==> config.mk <==
export PLATFORM = sky130hd
export DESIGN_NAME = fetch_unit
export DESIGN_NICKNAME = d
export VERILOG_FILES = /design/src/rtl/cpu_pkg.sv /design/src/rtl/fetch_unit_pc_reg.sv /design/src/rtl/fetch_unit.sv
export SDC_FILE = /design/constraint.sdc
export NUM_CORES = 1
export LEC_CHECK = 0
export CORE_UTILIZATION = 42
export DETAILED_ROUTE_END_ITERATION = 8
export MAX_ROUTING_LAYER = met4
export PLACE_DENSITY = 0.82
export SYNTH_ARGS = -nofsm -noshare
export SYNTH_HDL_FRONTEND = slang
export SYNTH_SLANG_ARGS = --single-unit
export TNS_END_PERCENT = 10
==> constraint.sdc <==
create_clock -name clk -period 1.65 [get_ports clk]
set_input_delay 0.33 -clock clk [delete_from_list [all_inputs] [get_ports clk]]
set_output_delay 0.33 -clock clk [all_outputs]
set_load 0.01 [all_outputs]
==> src/rtl/cpu_pkg.sv <==
// Shared CPU definitions: fetch FSM states, reset vector, instruction width
// and the sequential PC step.
package cpu_pkg;

  typedef enum logic [1:0] {
    FETCH = 2'd0,
    HOLD  = 2'd1,
    DRAIN = 2'd2
  } fetch_state_t;

  localparam logic [31:0] DEFAULT_RESET_PC = 32'h0000_0000;
  localparam int          INSTR_WIDTH      = 32;
  localparam logic [31:0] PC_INC           = 32'd4;

endpackage

==> src/rtl/fetch_unit_pc_reg.sv <==
// Program counter register with synchronous reset, parallel load and
// increment by one instruction. The load has priority over the increment.
module pc_reg
  import cpu_pkg::*;
#(
  parameter logic [31:0] RESET_PC = DEFAULT_RESET_PC
) (
  input  logic        clk,
  input  logic        rst,
  input  logic        load,
  input  logic [31:0] load_val,
  input  logic        inc,
  output logic [31:0] pc
);

  // PC update: reset vector, redirect target, or next sequential word
  always_ff @(posedge clk) begin
    if (rst) begin
      pc <= RESET_PC;
    end else if (load) begin
      pc <= load_val;
    end else if (inc) begin
      pc <= pc + PC_INC;
    end
  end

endmodule

==> src/rtl/fetch_unit.sv <==
// Instruction fetch unit: issues word-aligned requests to instruction memory,
// buffers one instruction for the decoder and handles redirects. DRAIN lets
// a request that was abandoned by a redirect finish on its original address.
module fetch_unit
  import cpu_pkg::*;
#(
  parameter logic [31:0] RESET_PC = DEFAULT_RESET_PC
) (
  input  logic        clk,
  input  logic        rst,
  output logic        imem_req,
  output logic [31:0] imem_addr,
  input  logic        imem_ack,
  input  logic [31:0] imem_data,
  input  logic        redirect_valid,
  input  logic [31:0] redirect_target,
  output logic        instr_valid,
  input  logic        instr_ready,
  output logic [31:0] instr,
  output logic [31:0] instr_pc
);

  fetch_state_t           state;
  fetch_state_t           next_state;
  logic [31:0]            pc;
  logic [31:0]            target;
  logic [31:0]            drain_addr;
  logic [INSTR_WIDTH-1:0] instr_q;
  logic [31:0]            instr_pc_q;
  logic                   pc_load;
  logic                   pc_inc;
  logic                   buf_load;
  logic                   drain_load;

  assign target    = redirect_target & ~32'h0000_0003;
  assign imem_addr = (state == DRAIN) ? drain_addr : pc;
  assign instr     = instr_q;
  assign instr_pc  = instr_pc_q;

  pc_reg #(
    .RESET_PC (RESET_PC)
  ) u_pc_reg (
    .clk      (clk),
    .rst      (rst),
    .load     (pc_load),
    .load_val (target),
    .inc      (pc_inc),
    .pc       (pc)
  );

  // Next state, request/valid outputs and datapath enables; redirect wins
  always_comb begin
    next_state  = state;
    pc_load     = 1'b0;
    pc_inc      = 1'b0;
    buf_load    = 1'b0;
    drain_load  = 1'b0;
    imem_req    = 1'b0;
    instr_valid = 1'b0;
    if (!rst) begin
      case (state)
        FETCH: begin
          imem_req = 1'b1;
          if (redirect_valid) begin
            pc_load    = 1'b1;
            drain_load = ~imem_ack;
            next_state = imem_ack ? FETCH : DRAIN;
          end else if (imem_ack) begin
            buf_load   = 1'b1;
            pc_inc     = 1'b1;
            next_state = HOLD;
          end
        end
        HOLD: begin
          instr_valid = ~redirect_valid;
          if (redirect_valid) begin
            pc_load    = 1'b1;
            next_state = FETCH;
          end else if (instr_ready) begin
            imem_req = 1'b1;
            if (imem_ack) begin
              buf_load = 1'b1;
              pc_inc   = 1'b1;
            end else begin
              next_state = FETCH;
            end
          end
        end
        DRAIN: begin
          imem_req = 1'b1;
          pc_load  = redirect_valid;
          if (imem_ack) begin
            next_state = FETCH;
          end
        end
        default: begin
          next_state = FETCH;
        end
      endcase
    end
  end

  // State register, instruction buffer and the held address of a draining request
  always_ff @(posedge clk) begin
    if (rst) begin
      state      <= FETCH;
      instr_q    <= '0;
      instr_pc_q <= '0;
      drain_addr <= '0;
    end else begin
      state <= next_state;
      if (buf_load) begin
        instr_q    <= imem_data;
        instr_pc_q <= pc;
      end
      if (drain_load) begin
        drain_addr <= pc;
      end
    end
  end

endmodule

==> flow_summary.json <==
{
  "hold_viol_final": 0,
  "hold_path.class": "in -> reg",
  "drc": 0,
  "cts-root-buf": "clkbuf_16",
  "n_antenna_cell": 0,
  "cts_tree": "built",
  "pre_cts_slack_ns": -0.524,
  "crit_type": "reg -> out",
  "synth_top_family_by_area": "simple AND/OR/NAND/NOR gates",
  "ys_types": 52,
  "nNetsFinal": 958,
  "intPower_w": 0.00634,
  "clock_latency_ns": 0.42,
  "yosysTopAreaCellShare_pct": 45.4,
  "start_kind": "register",
  "end_kind": "output port",
  "powerDensity_mw_per_mm2": 947,
  "cts.sinks": 124,
  "vias": 5698,
  "synthMuxAreaShare_pct": 6.36,
  "power_frac_seq_pct": 38.3,
  "cp_data_arrival_time_ns": 1.72,
  "ant_nets": 0,
  "power.switching_w": 0.00198,
  "ys_warn_count": 0,
  "violations": "negative setup slack",
  "globalplace.congestion": 0.815,
  "drtIter0Drc": 403,
  "die_w_um": 116,
  "setup_ws_ns": -0.402,
  "core-area_mm2": 0.0127,
  "wl_per_cell_um": 16.6,
  "relSlewSlack_pct": 66.2,
  "grt_max_degree": 64,
  "cts_buffers": 17,
  "r2r_slack_ns": -0.09,
  "switching_share_pct": 23.8,
  "rsz0062_at_grt": "yes",
  "first_pass_iters": 5,
  "drive_above_1_share_pct": 25.4,
  "antenna_found_initial": 0,
  "synth_enable_flop_cells": 0,
  "fin_crit_ns": 2.05,
  "required_ns": 1.32,
  "synth_seq_cells": 124,
  "timing.final.max_slew_violations": 0,
  "num_rows": 41,
  "yosysTopAreaCell": "dfxtp_1",
  "max_cap_viol_count": 0,
  "synth_flop_cell": "dfxtp_1",
  "leakagePower_nw": 4.07,
  "clkSlewWorstSetupHoldPaths_ns": 0.06,
  "viasPerCell": 5.32,
  "worst_pin_slew_ns": 0.508,
  "ir_worst_vdd_v": 0.000644,
  "post-route-cell-area_mm2": 0.00878,
  "largest_register_ffs": 32,
  "yosys.area_share.simple_pct": 24.9,
  "avgSynthCellArea_um2": 8.16,
  "htree_levels": 4,
  "dieArea_mm2": 0.0135,
  "initial_utilization_pct": 43.2,
  "max_freq_ghz": 0.487,
  "ys_top_cells_by_area": "dfxtp_1, nand2_1, a21oi_1",
  "seq_area_frac_synth_pct": 45.4,
  "async_flop_share_pct": 0,
  "grt_pass1_vias": 5488,
  "dpl_cell_area_mm2": 0.00769,
  "cts.hold.buffers_added": 0,
  "fin_crit_sh_pct": 124,
  "setup_violations": 45,
  "combinationalPowerShare_pct": 14.4,
  "grt_usage_pct": 26.7,
  "area_growth_pct": 60.5,
  "synth_cells": 671,
  "cts_buffer_depth": 2,
  "wirelength_um": 17800,
  "crit_fanout": 6,
  "synth_compound_area_share_pct": 14.9,
  "clkPwrFrac_pct": 47.3,
  "grt_overflow_total": 0,
  "chipHeight_um": 116,
  "synthAdderAreaFrac_pct": 0.229,
  "dp_hpwl_um": 11600,
  "pin_count": 167,
  "finClkSkew_ns": 0.00697,
  "synth_xor_area_share_pct": 2.88,
  "grt_pass1_wl_um": 26400,
  "syn_area_mm2": 0.00547,
  "io_buffer_count": 160,
  "status": "finished, violations left"
}
==> logic make-up (layout without fill, tap and decap cells) <==
group	after synthesis	count (layout)
and+or+nand+nor	296	296
AOI/OAI and AO/OA	140	140
DFF	124	124
buffers and inverters	60	286
muxes	31	31
xor gates and xnor gates	18	18
adders and majority gates	1	1
other	1	4
==> layout by cell type, fill, tap and decap left out, drive strengths merged, types with 2 or more instances in the layout <==
cell	count
nand2	204
clkinv	3
and2	5
nor3	10
mux2	30
and4	4
clkdlybuf4s50	82
o21ai	2
xor2	9
inv	4
a21boi	2
nor2	30
a311oi	2
xnor2	9
clkinvlp	3
dfxtp	124
a21oi	97
a22oi	4
nand2b	2
and3	8
a31oi	2
nand3	9
dlymetal6s2s	42
o211ai	5
conb	4
o22ai	3
clkbuf	20
buf	124
bufinv	4
a211oi	17
dlygate4sd2	3
nand4	13
or3	4
nor4	6
==> Yosys cell counts, types with 2 or more instances <==
cell type / count
o211ai_1: 5
nand3_1: 7
xor2_1: 9
nand4_4: 2
mux2_2: 30
a22oi_1: 4
a21oi_1: 97
a311oi_1: 2
nand2_1: 203
a31oi_1: 2
nor2_1: 30
dfxtp_1: 124
nor3_2: 2
o22ai_1: 3
nor3_1: 7
nand3_2: 2
clkbuf_1: 28
o21ai_0: 2
buf_2: 15
and3_1: 6
a211oi_1: 16
inv_1: 3
buf_6: 3
buf_4: 6
and2_1: 5
and4_1: 3
nor4_2: 5
buf_1: 5
nand4_1: 10
xnor2_1: 9
or3_1: 4
nand2b_1: 2
==> repair_timing <==
item | CTS | global route
gates resized for setup | 178 | 85
endpoints found under the hold margin | 0 | 0
endpoints found under the setup margin | 108 | 140
pin swaps | 6 | 9
buffers inserted | 12 | 1
==> path summary, 6_finish.rpt <==
check | start | endpoint | cells past startpoint
worst max-delay path | state[0]$_SDFFE_PP0P_ | imem_addr[30] | 6
worst max register to register | state[1]$_SDFFE_PP0P_ | u_pc_reg.pc[26]$_SDFFE_PP0P_ | 7
worst min register to register | instr[18]$_SDFFE_PP0P_ | instr[18]$_SDFFE_PP0P_ | 2
worst min-delay path | rst | instr[12]$_SDFFE_PP0P_ | 3
==> routing by layer <==
metal  global-route usage, %  part of all wire (%)  vias up
met5                       -                     0        -
met4                    15.2                   3.4        0
met3                    6.28                   7.1       47
met2                    44.8                    50      234
met1                    29.2                    39     2707
li1                        -                     -     2710
==> power by group through the flow <==
stage	Clock (W)	Sequential [W]	Combinational (W)
5_1_grt	0.00415	0.00320	0.00127
6_report	0.00394	0.00319	0.00120
3_3_place_gp	0	0.00324	0.00107
4_1_cts	0.00399	0.00318	0.00114
3_5_place_dp	0	0.00325	0.00108
2_1_floorplan	0	0.00327	0.000450
==> critical path: stages (launching register included) <==
cell      delay [ns]
dfxtp_2         0.32
nand2b_4        0.16
buf_8           0.15
buf_8           0.14
buf_6           0.11
mux2_4          0.29
buf_6           0.13
==> metrics by stage <==
step / cells / hold slack (ns) / total power, W / TNS (ns) / utilization [%]
floorplan: 674 / 0.434 / 0.00372 / -0.0204 / -
global placement: 1028 / 0.439 / 0.00431 / -44.37 / 60.7
detailed placement: 1028 / 0.446 / 0.00433 / -47.87 / 60.7
CTS: 1071 / 0.365 / 0.00831 / -9.17 / 67.1
global route: 1072 / 0.383 / 0.00862 / -13.62 / 69.3
finish: 1072 / 0.376 / 0.00832 / -9.06 / 69.3
==> layout make-up <==
class | count | area (um2)
repair buffers | 252 | 2550
clock buffers | 20 | 457
fillers | 972 | 3890
well taps | 172 | 215
flip-flops and latches | 124 | 2500
clock inverters | 11 | 166
inverters | 3 | 11.3
multi-input cells | 490 | 2890
Power figures use the tool's default switching activity.
